<file path="src/rtl/rr_grant_scheduler_if.sv">
`default_nettype none
// ============================================================================
// Module      : rr_grant_scheduler_if
// Description : Request/grant bundle between four requesters and the scheduler.
// Revision    : 1.0 - initial release
// ============================================================================
interface rr_grant_scheduler_if;
    logic [3:0] req;
    logic [3:0] grant;
    logic [1:0] grant_idx;
    logic       grant_valid;
    logic       preempt;

    modport master (
        output req,
        input  grant,
        input  grant_idx,
        input  grant_valid,
        input  preempt
    );

    modport slave (
        input  req,
        output grant,
        output grant_idx,
        output grant_valid,
        output preempt
    );
endinterface
`default_nettype wire

</file>
<file path="src/rtl/rr_grant_scheduler.sv">
`default_nettype none
// ============================================================================
// Module      : rr_grant_scheduler
// Description : Four-way round-robin scheduler with bounded hold time.
// Revision    : 1.0 - initial release
// ============================================================================
module rr_grant_scheduler #(
    parameter int MAX_HOLD = 8,
    parameter int CNT_W    = 4
) (
    input  wire logic          clk,
    input  wire logic          reset,
    rr_grant_scheduler_if.slave bus
);

    localparam logic [0:0]       c_st_idle  = 1'b0;
    localparam logic [0:0]       c_st_grant = 1'b1;
    localparam logic [CNT_W-1:0] c_max_hold = CNT_W'(MAX_HOLD);
    localparam logic [CNT_W-1:0] c_cnt_one  = CNT_W'(1);

    logic [0:0]       state_q,    state_d;
    logic [1:0]       owner_q,    owner_d;
    logic [1:0]       ptr_q,      ptr_d;
    logic [CNT_W-1:0] hold_cnt_q, hold_cnt_d;
    logic             preempt_q,  preempt_d;
    logic [3:0]       w_others;

    // First set bit of r searching circularly from start; lowest offset wins.
    function automatic logic [1:0] pick(input logic [3:0] r, input logic [1:0] start);
        logic [1:0] idx;
        pick = start;
        for (int k = 3; k >= 0; k--) begin
            idx = start + 2'(k);
            if (r[idx]) pick = idx;
        end
    endfunction

    assign w_others = bus.req & ~(4'b0001 << owner_q);

    always_comb begin
        state_d    = state_q;
        owner_d    = owner_q;
        ptr_d      = ptr_q;
        hold_cnt_d = hold_cnt_q;
        preempt_d  = 1'b0;
        case (state_q)
            c_st_idle: begin
                if (|bus.req) begin
                    owner_d    = pick(bus.req, ptr_q);
                    hold_cnt_d = c_cnt_one;
                    state_d    = c_st_grant;
                end
            end
            default: begin
                if (!bus.req[owner_q]) begin
                    ptr_d = owner_q + 2'd1;
                    if (|bus.req) begin
                        owner_d    = pick(bus.req, owner_q + 2'd1);
                        hold_cnt_d = c_cnt_one;
                    end else begin
                        owner_d    = 2'd0;
                        hold_cnt_d = '0;
                        state_d    = c_st_idle;
                    end
                end else if (hold_cnt_q == c_max_hold) begin
                    // Old owner is masked out, so a preemption always moves the grant.
                    if (|w_others) begin
                        owner_d    = pick(w_others, owner_q + 2'd1);
                        ptr_d      = owner_q + 2'd1;
                        hold_cnt_d = c_cnt_one;
                        preempt_d  = 1'b1;
                    end
                end else begin
                    hold_cnt_d = hold_cnt_q + c_cnt_one;
                end
            end
        endcase
    end

    always_ff @(posedge clk) begin
        if (reset) begin
            state_q    <= c_st_idle;
            owner_q    <= 2'd0;
            ptr_q      <= 2'd0;
            hold_cnt_q <= '0;
            preempt_q  <= 1'b0;
        end else begin
            state_q    <= state_d;
            owner_q    <= owner_d;
            ptr_q      <= ptr_d;
            hold_cnt_q <= hold_cnt_d;
            preempt_q  <= preempt_d;
        end
    end

    // Outputs decode from flops only, so grant is one-hot by construction.
    assign bus.grant       = (state_q == c_st_grant) ? (4'b0001 << owner_q) : 4'b0000;
    assign bus.grant_idx   = (state_q == c_st_grant) ? owner_q : 2'd0;
    assign bus.grant_valid = (state_q == c_st_grant);
    assign bus.preempt     = preempt_q;

endmodule
`default_nettype wire

</file>
<file path="src/flat_wrapper.sv">
// flat-port wrapper written by rule: the top's interface ports become plain ports
module rr_grant_scheduler_flat 
#(
    parameter int MAX_HOLD = 8,
    parameter int CNT_W    = 4
)
  (clk, reset, bus_req, bus_grant, bus_grant_idx, bus_grant_valid, bus_preempt);
  rr_grant_scheduler_if bus_i ();
  input  wire logic clk;
  input  wire logic reset;
  input wire logic [$bits(bus_i.req)-1:0] bus_req;
  output wire logic [$bits(bus_i.grant)-1:0] bus_grant;
  output wire logic [$bits(bus_i.grant_idx)-1:0] bus_grant_idx;
  output wire logic [$bits(bus_i.grant_valid)-1:0] bus_grant_valid;
  output wire logic [$bits(bus_i.preempt)-1:0] bus_preempt;
  assign bus_i.req = bus_req;
  assign bus_grant = bus_i.grant;
  assign bus_grant_idx = bus_i.grant_idx;
  assign bus_grant_valid = bus_i.grant_valid;
  assign bus_preempt = bus_i.preempt;
  rr_grant_scheduler #(.MAX_HOLD(MAX_HOLD), .CNT_W(CNT_W)) u_core (.clk(clk), .reset(reset), .bus(bus_i));
endmodule
</file>
<file path="config.mk">
export PLATFORM = sky130hd
export DESIGN_NAME = rr_grant_scheduler_flat
export DESIGN_NICKNAME = d
export VERILOG_FILES = /design/src/rtl/rr_grant_scheduler_if.sv /design/src/rtl/rr_grant_scheduler.sv /design/src/flat_wrapper.sv
export SDC_FILE = /design/constraint.sdc
export NUM_CORES = 1
export LEC_CHECK = 0
export ABC_AREA = 1
export BUFFER_PORTS_ARGS = -buffer_cell sky130_fd_sc_hd__buf_2
export CAP_MARGIN = 5
export CELL_PAD_IN_SITES_DETAIL_PLACEMENT = 1
export CELL_PAD_IN_SITES_GLOBAL_PLACEMENT = 1
export CORE_AREA = 8 8 65 67
export DETAILED_ROUTE_END_ITERATION = 12
export DIE_AREA = 0 0 73 75
export PLACE_DENSITY = 0.81
export SYNTH_ARGS = -nofsm -noshare
export SYNTH_HDL_FRONTEND = slang
export SYNTH_SLANG_ARGS = --single-unit
export TNS_END_PERCENT = 10
</file>
<file path="constraint.sdc">
create_clock -name clk -period 7 [get_ports clk]
set_clock_uncertainty 0.2 [all_clocks]
set_input_delay 0.7 -clock clk [delete_from_list [all_inputs] [get_ports clk]]
set_output_delay 0.7 -clock clk [all_outputs]
set_load 0.01 [all_outputs]
</file>
== Word level (Yosys, flattened, before mapping) ==
Cells that the tools add are included.
Storage, ports and cells
  bits in registers: 10
  input bits: 6
  logic and storage cells: 100
Cells by class
  $add $sub $neg: 8
  magnitude comparators: 9
  equal/unequal tests: 6
  shift-type cells: 1
  mux-type cells: 59
  bitwise gates (word level): 5
  reduce and logical (&&, ||, !) cells: 7
Operators by type and width (count)
  2-bit 2-to-1 mux: 22
  2-bit by 3-bit less-than comparator with 1-bit output, second input constant: 9
  1-bit binary-select mux with 2-bit select: 13
  4-bit 2-to-1 mux: 6
  1-bit 2-to-1 mux: 18
  4-bit OR reduction: 3
  2-bit adder, second input constant: 4
  2-bit by 1-bit adder with 2-bit output, second input constant: 3
  3-bit != test, second input constant: 2
  3-bit AND reduction: 2
  4-bit by 1-bit adder with 4-bit output, second input constant: 1
  4-bit AND: 1
  4-bit equality test, second input constant: 1
  2-bit != test, second input constant: 2
  4-bit != test, second input constant: 1
  4-bit NOT: 1
  1-bit by 2-bit << shifter with 4-bit output, first input constant: 1
  1-bit NOT: 3
  2-bit AND reduction: 1
  2-bit nonzero test: 1

== Logic depth before layout (Yosys ltp) ==
Gate-level depths: netlist of run 1.
  depth after elaboration: 13
  mapped depth: 17

== Worst setup path before layout of run 1 ==
No wires, ideal clock.
  path type: reg-to-reg
  start: register u_core.owner_q[0]
  end: register u_core.owner_q[1]
  library setup time: 0.109 ns
  arrival time: 1.902 ns
  data required time: 6.691 ns
  slack: 4.790 ns
  stages on the path, launching flop included: 18
  path buffers: 2
  cell sequence: dfxtp_1 buf_6 inv_6 buf_8 ha_1 inv_2 nand2_2 nand2_4 nand2_2 nand2_2 o21ai_1 nand2_1 nand2_1 nand2_1 nand2_1 nand3_1 nand2_1 inv_1
On the way
  cells in the longest elaborated chain, start to end: 13
  elaborated cells on any way between the ends: 42
RTL lines
  from (decl): RTL line rr_grant_scheduler.sv:22  | logic [1:0] owner_q, owner_d;
  from (signal assigned): RTL line rr_grant_scheduler.sv:89  | owner_q <= owner_d;
  parallel branches: the longest is 13 deep, another holds 2-bit by 1-bit adder with 2-bit output
Parallel ways; which one is timed is not known. The select of a mux whose other input is x is not followed.
A chain may end at the register's enable or synchronous reset.

== Worst setup path in the final report of run 1 ==
  start: register u_core.owner_q[0]
  end: register u_core.owner_q[0]
Same word-level chain as after synthesis.

==> metrics.csv, run 1 <==
stage,metric,value,unit
yosys,syn_avg_cell_area,5.66,µm²
worst_setup_path,cp.required,6980,ps
pwr,p_leak,0.000846,µW
route,avgRoutedWirePerCell,13.0,µm
yosys,synth-simple-area-share,0.561,
pwr,power_frac_seq,0.165,
die,pin_count,14,
clock_tree,cts_sinks,10,
layout,drive_gt1_frac,0.207,
worst_setup_path,slowest_delay,670,ps
layout,area.sequential,200,µm²
clock_tree,clockRootBuffer,clkbuf_4,
worst_setup_path,end_kind,register,
die,row_count,21,
clock_tree,post_cts_buffers,0,
place,gp_congestion,0.851,
clock_tree,cts_tree,yes,
clock_tree,cts_hold_buf,0,
yosys,synth_commonest_cells,"nand2_1, inv_1, nand3_1, nand2_2, nor2_1",
worst_setup_path,worstPathMaxFanout,13,
yosys,synth_compound_area_frac,0.0841,
pwr,p_switching,327,µW
die,fp.dieArea,5480,µm²
yosys,syn_area,1320,µm²
route,vias,1443,
worst_setup_path,cp_cell_sequence,inv_6 -> ha_1 -> inv_2 -> nand2_2 -> nand2_4 -> nand2_1 -> nand2_1 -> nand2_2 -> nand2_2 -> nand3_2 -> nand2_2 -> nor2_1 -> nand2_1 -> nor2_1 -> nor2_1,
place,port_buffers,13,
worst_setup_path,criticalPathCategory,reg -> reg,
sta,tns,0,ps
worst_setup_path,timing.critical_path.from_type,register,
clock_tree,clk_pin_slew,70,ps
sta,period_minus_slack,2570,ps
die,core_area,3230,µm²
global_route,overflow,0,
yosys,ys_seq_elements,10,
pwr,p_comb_frac,0.760,
route,viasPerCell,4.94,
yosys,synthArstFlopShare,0,
layout,multi_input_area,930,µm²
yosys,netlist.area_leader.share,0.238,
clock_tree,cts-resized-gates,0,
worst_setup_path,cpLargestDelayFamily,simple AND/OR/NAND/NOR gates,
yosys,synth_top_family_by_area,simple AND/OR/NAND/NOR gates,
pwr,powerDensity,387,nW/µm²
pwr,ir_drop,96.3,µV
pwr,netSwitchingFraction,0.590,
global_route,grt_pass1_vias,1480,
worst_setup_path,crit_slowest_cell,dfxtp_1,
global_route,grt_max_degree,16,
layout,synthToLayoutAreaGrowth,8.32,%
global_route,antenna_found_initial,0,
yosys,yosys.area_share.adder,0.0567,
yosys,yosysTopAreaCell,nand2_1,
sta,fin_crit_sh,0.367,
sta,drv_slew,0,
sta,slew_headroom,0.637,
layout,final_cells,292,
pwr,p_clk_frac,0.075,
clock_tree,clk_latency,270,ps
yosys,yosysSeqAreaShare,0.151,
min_path,hp-class,reg -> reg,
worst_setup_path,worst-path-buf-inv,2,
route,drtPass1Iterations,4,
global_route,grt_pass1_wl,6610,µm
yosys,yosysWarnings,0,
clock_tree,clockBufferDepth,2,
yosys,postSynthCellCount,234,
route,remaining_drc_errors,0,
sta,finalHoldViolations,0,
job,cap_violations,0,
yosys,ys_types,26,
yosys,synth_fp_nets,246,
yosys,synth_xor_area_frac,0,
pwr,p_int,227,µW
place,dp_cells,289,
yosys,synth_edf_count,0,
yosys,synth-main-ff-cell,dfxtp_1,
sta,worstMarginPinSlew,544,ps
route,totalWireLength,3800,µm
clock_tree,htreeDepth,1,
die,die_height,75,µm
place,place_hpwl,3140,µm
route,drt-initial-drc-count,50,
sta,fmax,0.389,GHz
route,ant_nets,0,
die,die_w,73,µm
worst_setup_path,crit_top_cell,nand2_2,
yosys,yosysMostFrequentCell,nand2_1,
run_status,status,"complete, no violations",
layout,num-fill-cells,484,
yosys,yosys-top-cells-area,"nand2_1, dfxtp_1, inv_1",
layout,nets,260,
die,start_util,0.410,
global_route,grt.total_usage,0.152,
clock_tree,cts_buffers,3,
sta,rsz0062_at_grt,no,
worst_setup_path,arrival,2550,ps
yosys,synthMuxAreaShare,0,
layout,num_antenna_cells,0,
sta,holdWs,309,ps
sta,finalSetupViolations,0,
## cell usage in the layout (no fill, tap or decap), types with 2 or more instances in the layout
master	netlist	layout
nand2_1	84	84
inv_1	35	35
nand3_1	21	21
nand2_2	17	17
nor2_1	13	13
buf_2	1	13
dfxtp_1	10	10
a21oi_1	8	8
nand2_4	6	6
o21ai_0	6	6
ha_1	6	6
inv_2	5	5
nand4_1	4	4
nand3_2	3	3
o21ai_1	3	3
clkbuf_4	0	3
nor3_1	2	2
## per-layer routing
metal | vias to the layer above | global-route usage | share of wire
met5 | - | 0 | 0
met4 | 0 | 0.0533 | 0.019
met3 | 9 | 0.0133 | 0.016
met2 | 15 | 0.278 | 0.48
met1 | 667 | 0.180 | 0.48
li1 | 752 | - | -
## flip-flops by register name, indices dropped and copies added, names as in the netlist
signal	flops
u_core.hold_cnt_q	4
u_core.owner_q	2
u_core.bus.grant_valid	1
u_core.ptr_q	2
u_core.bus.preempt	1
## power groups by stage
stage               clock network (µW)  registers [µW]  logic, µW
floorplan                            0            77.8        357
global placement                     0            93.0        414
detailed placement                   0            92.9        423
CTS                               41.7            91.6        426
global route                      42.6            94.0        485
finish                            41.5            91.5        422
## final timing paths
check / start / endpoint / slack [ps] / cells after the start
worst min-delay path: u_core.hold_cnt_q[1]$_SDFFE_PP0P_ / u_core.hold_cnt_q[1]$_SDFFE_PP0P_ / 310 / 2
worst min register to register: u_core.hold_cnt_q[1]$_SDFFE_PP0P_ / u_core.hold_cnt_q[1]$_SDFFE_PP0P_ / 310 / 2
worst max-delay path: u_core.owner_q[0]$_SDFFE_PP0P_ / u_core.owner_q[0]$_SDFFE_PP0P_ / 4430 / 15
worst max register to register: u_core.owner_q[0]$_SDFFE_PP0P_ / u_core.owner_q[0]$_SDFFE_PP0P_ / 4430 / 15
## through the flow
step / total power, µW / utilization / area, µm² / worst slack, ps
CTS: 559 / 0.444 / 1430 / 4440
global placement: 507 / 0.437 / 1410 / 4520
global route: 621 / 0.444 / 1430 / 4230
finish: 555 / 0.444 / 1430 / 4430
floorplan: 435 / - / 1320 / 4790
detailed placement: 516 / 0.437 / 1410 / 4450
## worst register-to-register path, stage by stage (launching register included)
cell	delay [ps]
dfxtp_1	670
inv_6	160
ha_1	500
inv_2	140
nand2_2	100
nand2_4	70
nand2_1	60
nand2_1	60
nand2_2	70
nand2_2	70
nand3_2	70
nand2_2	50
nor2_1	90
nand2_1	50
nor2_1	80
nor2_1	40
## cell type report
type | count | area share
inverters | 41 | 0.111
clock buffers | 3 | 0.0157
multi-input cells | 179 | 0.648
flip-flops and latches | 10 | 0.140
repair buffers | 13 | 0.0454
well taps | 46 | 0.0401
## kinds of logic after synthesis
group,count (synthesis)
adder cells (fa/ha/maj),6
flip-flops,10
buffers and inverters,45
AO/OA/AOI/OAI,20
AND/OR/NAND/NOR,153
Power figures use the tool's default switching activity.
==> run 2, diff against run 1 <==
- CORE_AREA: 8 8 65 67 -> 8 8 70 72
- DIE_AREA: 0 0 73 75 -> 0 0 78 80
- PLACE_DENSITY: 0.81 -> 0.73
- clock period: 7 -> 2.08 ns (I/O delays scaled with it)
==> run 2 against run 1 <==
First-iteration DRC count is 46% higher. Total power grew to 4.4 times the previous value. Count of clock-buffer cells in the layout is 1 higher. Worst hold slack worse by 270 ps. Sequential share of layout area is 1.4 points lower. Setup slack worse by 4400 ps. Via count is 6.6% higher. Sequential power grew to 3.4 times the previous value. Design area is 16% higher. Register-to-register slack worse by 4400 ps. Flip-flop and latch count stayed put. Die area is 14% higher. Critical path type unchanged. Largest power group unchanged.
==> metrics.csv, run 2 (synthesis results as in run 1) <==
stage,metric,value,unit
worst_setup_path,r2r-end,u_core.owner_q[0]$_SDFFE_PP0P_,
sta,finalHoldViolations,0,
route,viasPerCell,4.95,
layout,drive_gt1_frac,0.295,
clock_tree,clockBufferDepth,2,
place,port_buffers,13,
min_path,min-delay-start,reset,
sta,tns,0,ps
route,drtPass1Iterations,4,
worst_setup_path,end_kind,register,
global_route,overflow,0,
clock_tree,clk_latency,250,ps
sta,fin_crit_sh,0.986,
sta,holdWs,41.7,ps
layout,nets,274,
route,remaining_drc_errors,0,
sta,period_minus_slack,2050,ps
global_route,antenna_found_initial,0,
pwr,p_clk_frac,0.108,
pwr,power_frac_seq,0.127,
route,ant_nets,0,
place,gp_congestion,0.845,
min_path,hold_end,u_core.hold_cnt_q[1]$_SDFFE_PP0P_,
worst_setup_path,rrSetupSlack,30,ps
layout,final_common_cell,nand2_1,
layout,regMostFlops,u_core.hold_cnt_q,
sta,worstMarginPinSlew,354,ps
worst_setup_path,criticalPathCategory,reg -> reg,
route,drt-initial-drc-count,73,
sta,rsz0062_at_grt,yes,
clock_tree,cts_sinks,10,
worst_setup_path,worstRegToRegCells,15,
min_path,hp-class,in -> reg,
pwr,p_switching,1330,µW
layout,post-route-util,0.431,
die,fp.dieArea,6240,µm²
pwr,p_leak,0.000957,µW
layout,most-common-layout-cells,"nand2_1, inv_1, nand3_1",
sta,finalSetupViolations,0,
worst_setup_path,arrival,1990,ps
layout,largest_reg_flops,4,
sta,setup_slack,29.1,ps
die,row_count,23,
layout,stdcell_area,1660,µm²
route,avgRoutedWirePerCell,14.8,µm
global_route,grt_pass1_wl,7530,µm
pwr,ir_drop,396,µV
die,pin_count,14,
global_route,grt_max_degree,11,
die,die_w,78,µm
die,start_util,0.343,
clock_tree,cts_buffers,3,
clock_tree,cts_tree,yes,
worst_setup_path,timing.critical_path.from_type,register,
layout,synthToLayoutAreaGrowth,25.6,%
route,totalWireLength,4600,µm
run_status,status,"complete, no violations",
job,cap_violations,0,
clock_tree,cts_hold_buf,0,
worst_setup_path,cp.required,2020,ps
pwr,p_int,1100,µW
die,die_height,80,µm
global_route,grt_pass1_vias,1552,
pwr,netSwitchingFraction,0.548,
place,place_hpwl,3450,µm
clock_tree,clk_pin_slew,60,ps
sta,fmax,0.488,GHz
global_route,grt.total_usage,0.147,
place,pre_cts_ws,-107,ps
worst_setup_path,worstPathMaxFanout,7,
die,core_area,3860,µm²
layout,num_antenna_cells,0,
pwr,powerDensity,1460,nW/µm²
sta,slew_headroom,0.764,
route,vias,1538,
clock_tree,clockRootBuffer,clkbuf_8,
pwr,p_comb_frac,0.765,
worst_setup_path,r2r_start,u_core.owner_q[0]$_SDFFE_PP0P_,
layout,reg_top3,"u_core.hold_cnt_q x4, u_core.owner_q x2, u_core.ptr_q x2",
sta,drv_slew,0,
place,dpl_cell_area,1480,µm²
min_path,holdPathStages,2,
clock_tree,htreeDepth,1,
## run 2: changes by cell type in the layout (fill, tap and decap cells not counted), moves of 2 or more
| cell | previous run | this run |
|---|---|---|
| clkbuf_4 | 3 | 0 |
| dfxtp_4 | 0 | 2 |
| clkbuf_8 | 0 | 4 |
| nand2_1 | 84 | 79 |
| inv_8 | 0 | 2 |
| buf_4 | 0 | 14 |
| ha_1 | 6 | 4 |
| nand2_4 | 6 | 12 |
| dfxtp_1 | 10 | 7 |
## run 2: worst max path at each step
stage	cells past startpoint	slack (ps)	start	to
2_1_floorplan	17	30	u_core.owner_q[0]$_SDFFE_PP0P_	u_core.owner_q[1]$_SDFFE_PP0P_
6_report	15	30	u_core.owner_q[0]$_SDFFE_PP0P_	u_core.owner_q[0]$_SDFFE_PP0P_
3_5_place_dp	15	-110	u_core.owner_q[1]$_SDFFE_PP0P_	u_core.owner_q[0]$_SDFFE_PP0P_
5_1_grt	15	-70	u_core.owner_q[0]$_SDFFE_PP0P_	u_core.owner_q[0]$_SDFFE_PP0P_
4_1_cts	15	30	u_core.owner_q[1]$_SDFFE_PP0P_	u_core.owner_q[0]$_SDFFE_PP0P_
3_3_place_gp	13	-70	u_core.owner_q[1]$_SDFFE_PP0P_	u_core.owner_q[0]$_SDFFE_PP0P_
## run 2: per-layer routing
metal / vias up / global-route usage / share of wire
met1: 737 / 0.181 / 0.45
met5: - / 0 / 0
met3: 6 / 0.0124 / 0.013
met4: 0 / 0.0519 / 0.015
met2: 13 / 0.262 / 0.53
li1: 782 / - / -
## run 2: cell type report
class | count | area, µm²
tap | 50 | 62.6
sequential | 10 | 209
inverter | 41 | 171
clock buffer | 4 | 55.1
timing repair buffer | 27 | 170
fill | 546 | 2190
multi-input combinational | 179 | 995
## run 2: power by group through the flow
stage | clock (µW) | sequential, µW | combinational, µW
2_1_floorplan | 0 | 262 | 1230
3_3_place_gp | 0 | 292 | 1530
3_5_place_dp | 0 | 292 | 1570
4_1_cts | 267 | 294 | 1590
5_1_grt | 279 | 315 | 2070
6_report | 262 | 308 | 1860
## run 2: metrics by stage
step           total power [µW]  instances
4_1_cts                    2150        304
6_report                   2430        311
5_1_grt                    2670        311
2_1_floorplan              1490        234
3_5_place_dp               1860        300
3_3_place_gp               1830        300
## run 2: timing repair
| action | CTS | global route |
|---|---|---|
| endpoints found under the setup margin | 2 | 4 |
| pin swaps | 0 | 8 |
| buffers inserted | 0 | 8 |
| resized for setup | 3 | 21 |
| gates cloned | 0 | 0 |
## run 2: worst max-delay path, stage by stage, from the launching register on
cell     delay, ps
dfxtp_4        400
inv_8           50
ha_4           340
inv_8           60
nand2_4         60
nand2_4         60
nand2_2         80
nand2_2         70
inv_2           60
nand2_2         60
nand3_2         60
nand2_2         60
nor2_1         100
nand2_1         60
nor2_1         120
nor2_1          70
==> run 3, diff against run 2 <==
==> constraint.sdc (replaced) <==
create_clock -name clk -period 1.8 [get_ports clk]
set_clock_uncertainty 0.2 [all_clocks]
set_input_delay 0.36 -clock clk [delete_from_list [all_inputs] [get_ports clk]]
set_output_delay 0.36 -clock clk [all_outputs]
set_load 0.01 [all_outputs]
==> run 3 against run 2 <==
The run now ends with setup timing left. Via count increased by 2.1%. Design area is 11% higher. Register-to-register slack got worse by 210 ps. Largest power group unchanged. Highest routed layer unchanged.
==> metrics.csv, run 3 (synthesis results as in run 1) <==
stage,metric,value,unit
worst_setup_path,worstPathMaxFanout,6,
min_path,holdPathStages,2,
worst_setup_path,criticalPathCategory,reg -> reg,
global_route,overflow,0,
layout,drive_gt1_frac,0.358,
global_route,grt_pass1_wl,7280,µm
global_route,antenna_found_initial,0,
layout,stdcell_area,1840,µm²
pwr,p_leak,0.00107,µW
route,viasPerCell,4.69,
layout,nets,298,
layout,area.sequential,206,µm²
sta,drv_slew,0,
die,start_util,0.343,
place,port_buffers,13,
sta,period_minus_slack,1980,ps
worst_setup_path,arrival,1910,ps
layout,final_common_cell,nand2_1,
clock_tree,cts_buffers,3,
worst_setup_path,cp.required,1730,ps
worst_setup_path,timing.critical_path.from_type,register,
place,dpl_cell_area,1710,µm²
sta,slew_headroom,0.782,
layout,regMostFlops,u_core.hold_cnt_q,
worst_setup_path,r2r_start,u_core.owner_q[0]$_SDFFE_PP0P_,
sta,holdWs,188,ps
sta,worstMarginPinSlew,327,ps
layout,most-common-layout-cells,"nand2_1, buf_4, inv_1",
die,die_w,78,µm
pwr,powerDensity,1620,nW/µm²
clock_tree,clockRootBuffer,clkbuf_8,
route,ant_nets,0,
clock_tree,clk_latency,230,ps
worst_setup_path,end_kind,register,
sta,fmax,0.504,GHz
worst_setup_path,crit_top_cell,nand2_1,
route,drtPass1Iterations,4,
sta,tns,-521,ps
worst_setup_path,cp_cell_sequence,inv_6 -> ha_4 -> inv_6 -> nand2_4 -> nand2_4 -> nand2_4 -> nand2_4 -> o21ai_2 -> nand2_1 -> nand2_1 -> nand2_1 -> nand2_1 -> nand3_1 -> nand2_1 -> inv_1,
clock_tree,clk_pin_slew,50,ps
worst_setup_path,r2r-end,u_core.owner_q[1]$_SDFFE_PP0P_,
place,gp_congestion,0.842,
min_path,hold_end,u_core.bus.grant_valid$_SDFF_PP0_,
die,pin_count,14,
job,cap_violations,0,
sta,fin_crit_sh,1.10,
die,row_count,23,
run_status,violations,setup timing,
pwr,power,2980,µW
sta,setup_slack,-183,ps
min_path,hp-class,in -> reg,
worst_setup_path,rrSetupSlack,-180,ps
route,drt-initial-drc-count,67,
layout,reg_top3,"u_core.hold_cnt_q x4, u_core.owner_q x2, u_core.ptr_q x2",
die,core_area,3860,µm²
clock_tree,cts_sinks,10,
worst_setup_path,crit_slowest_cell,dfxtp_4,
clock_tree,htreeDepth,1,
route,totalWireLength,4320,µm
clock_tree,clockBufferDepth,2,
worst_setup_path,worstRegToRegCells,15,
worst_setup_path,slowest_delay,400,ps
sta,finalSetupViolations,5,
die,fp.dieArea,6240,µm²
global_route,grt.total_usage,0.140,
run_status,status,"finished, violations left",
layout,synthToLayoutAreaGrowth,38.9,%
route,avgRoutedWirePerCell,12.9,µm
route,remaining_drc_errors,0,
global_route,grt_pass1_vias,1637,
clock_tree,cts_tree,yes,
layout,multi_input_area,988,µm²
place,place_hpwl,3570,µm
pwr,ir_drop,579,µV
die,die_height,80,µm
min_path,min-delay-start,reset,
layout,num_antenna_cells,0,
layout,num-fill-cells,544,
sta,finalHoldViolations,0,
sta,rsz0062_at_grt,yes,
global_route,grt_max_degree,11,
route,vias,1570,
layout,largest_reg_flops,4,
[run 3: cell count changes in the layout (fill, tap and decap cells not counted), sizes merged]
cell  delta
buf     +24
[run 3: repair_timing]
item | 4_1_cts | 5_1_grt
hold buffers | 0 | 0
pin swaps | 1 | 8
setup buffers | 1 | 2
resized for setup | 9 | 10
endpoints found under the hold margin | 0 | 0
setup endpoints to repair | 10 | 12
[run 3: where the power goes]
group          leakage (µW)  switching [µW]  total [µW]  internal, µW
combinational      0.000954            1350        2360          1010
sequential        0.0000832            66.1         336           270
clock             0.0000288            92.1         285           193
total               0.00107            1510        2980          1470
[run 3: stage by stage]
step           instances  worst slack, ps   util
2_1_floorplan        234             -205      -
3_3_place_gp         328             -166  0.443
3_5_place_dp         328             -209  0.443
4_1_cts              333             -162  0.465
5_1_grt              335             -270  0.477
6_report             335             -183  0.477
[run 3: area by class of cell]
class,instances,share of cell area
multi-input combinational,179,0.537
timing repair buffer,51,0.197
sequential,10,0.112
inverter,41,0.0891
tap,50,0.0340
clock buffer,4,0.0299
[run 3: how the worst max path moves through the flow]
stage / start / to / cells past startpoint
detailed placement: u_core.owner_q[0]$_SDFFE_PP0P_ / u_core.owner_q[1]$_SDFFE_PP0P_ / 15
global placement: u_core.owner_q[0]$_SDFFE_PP0P_ / u_core.owner_q[1]$_SDFFE_PP0P_ / 15
CTS: u_core.owner_q[0]$_SDFFE_PP0P_ / u_core.owner_q[0]$_SDFFE_PP0P_ / 15
global route: u_core.owner_q[0]$_SDFFE_PP0P_ / u_core.owner_q[1]$_SDFFE_PP0P_ / 15
finish: u_core.owner_q[0]$_SDFFE_PP0P_ / u_core.owner_q[1]$_SDFFE_PP0P_ / 15
floorplan: u_core.owner_q[0]$_SDFFE_PP0P_ / u_core.owner_q[0]$_SDFFE_PP0P_ / 17
[run 3: critical path, delay by kind of cell (launching register included)]
family	cells	cell delay [ps]
AOI/OAI and AO/OA	1	120
buffers and inverters	3	170
DFF	1	400
adders and majority gates	1	340
and+or+nand+nor	10	620
[run 3: routing by layer]
layer	wire length (µm)	up-vias	track usage
li1	-	826	-
met1	2000	724	0.168
met2	2230	14	0.259
met3	39	6	0.0113
met4	51	0	0.0389
met5	0	-	0
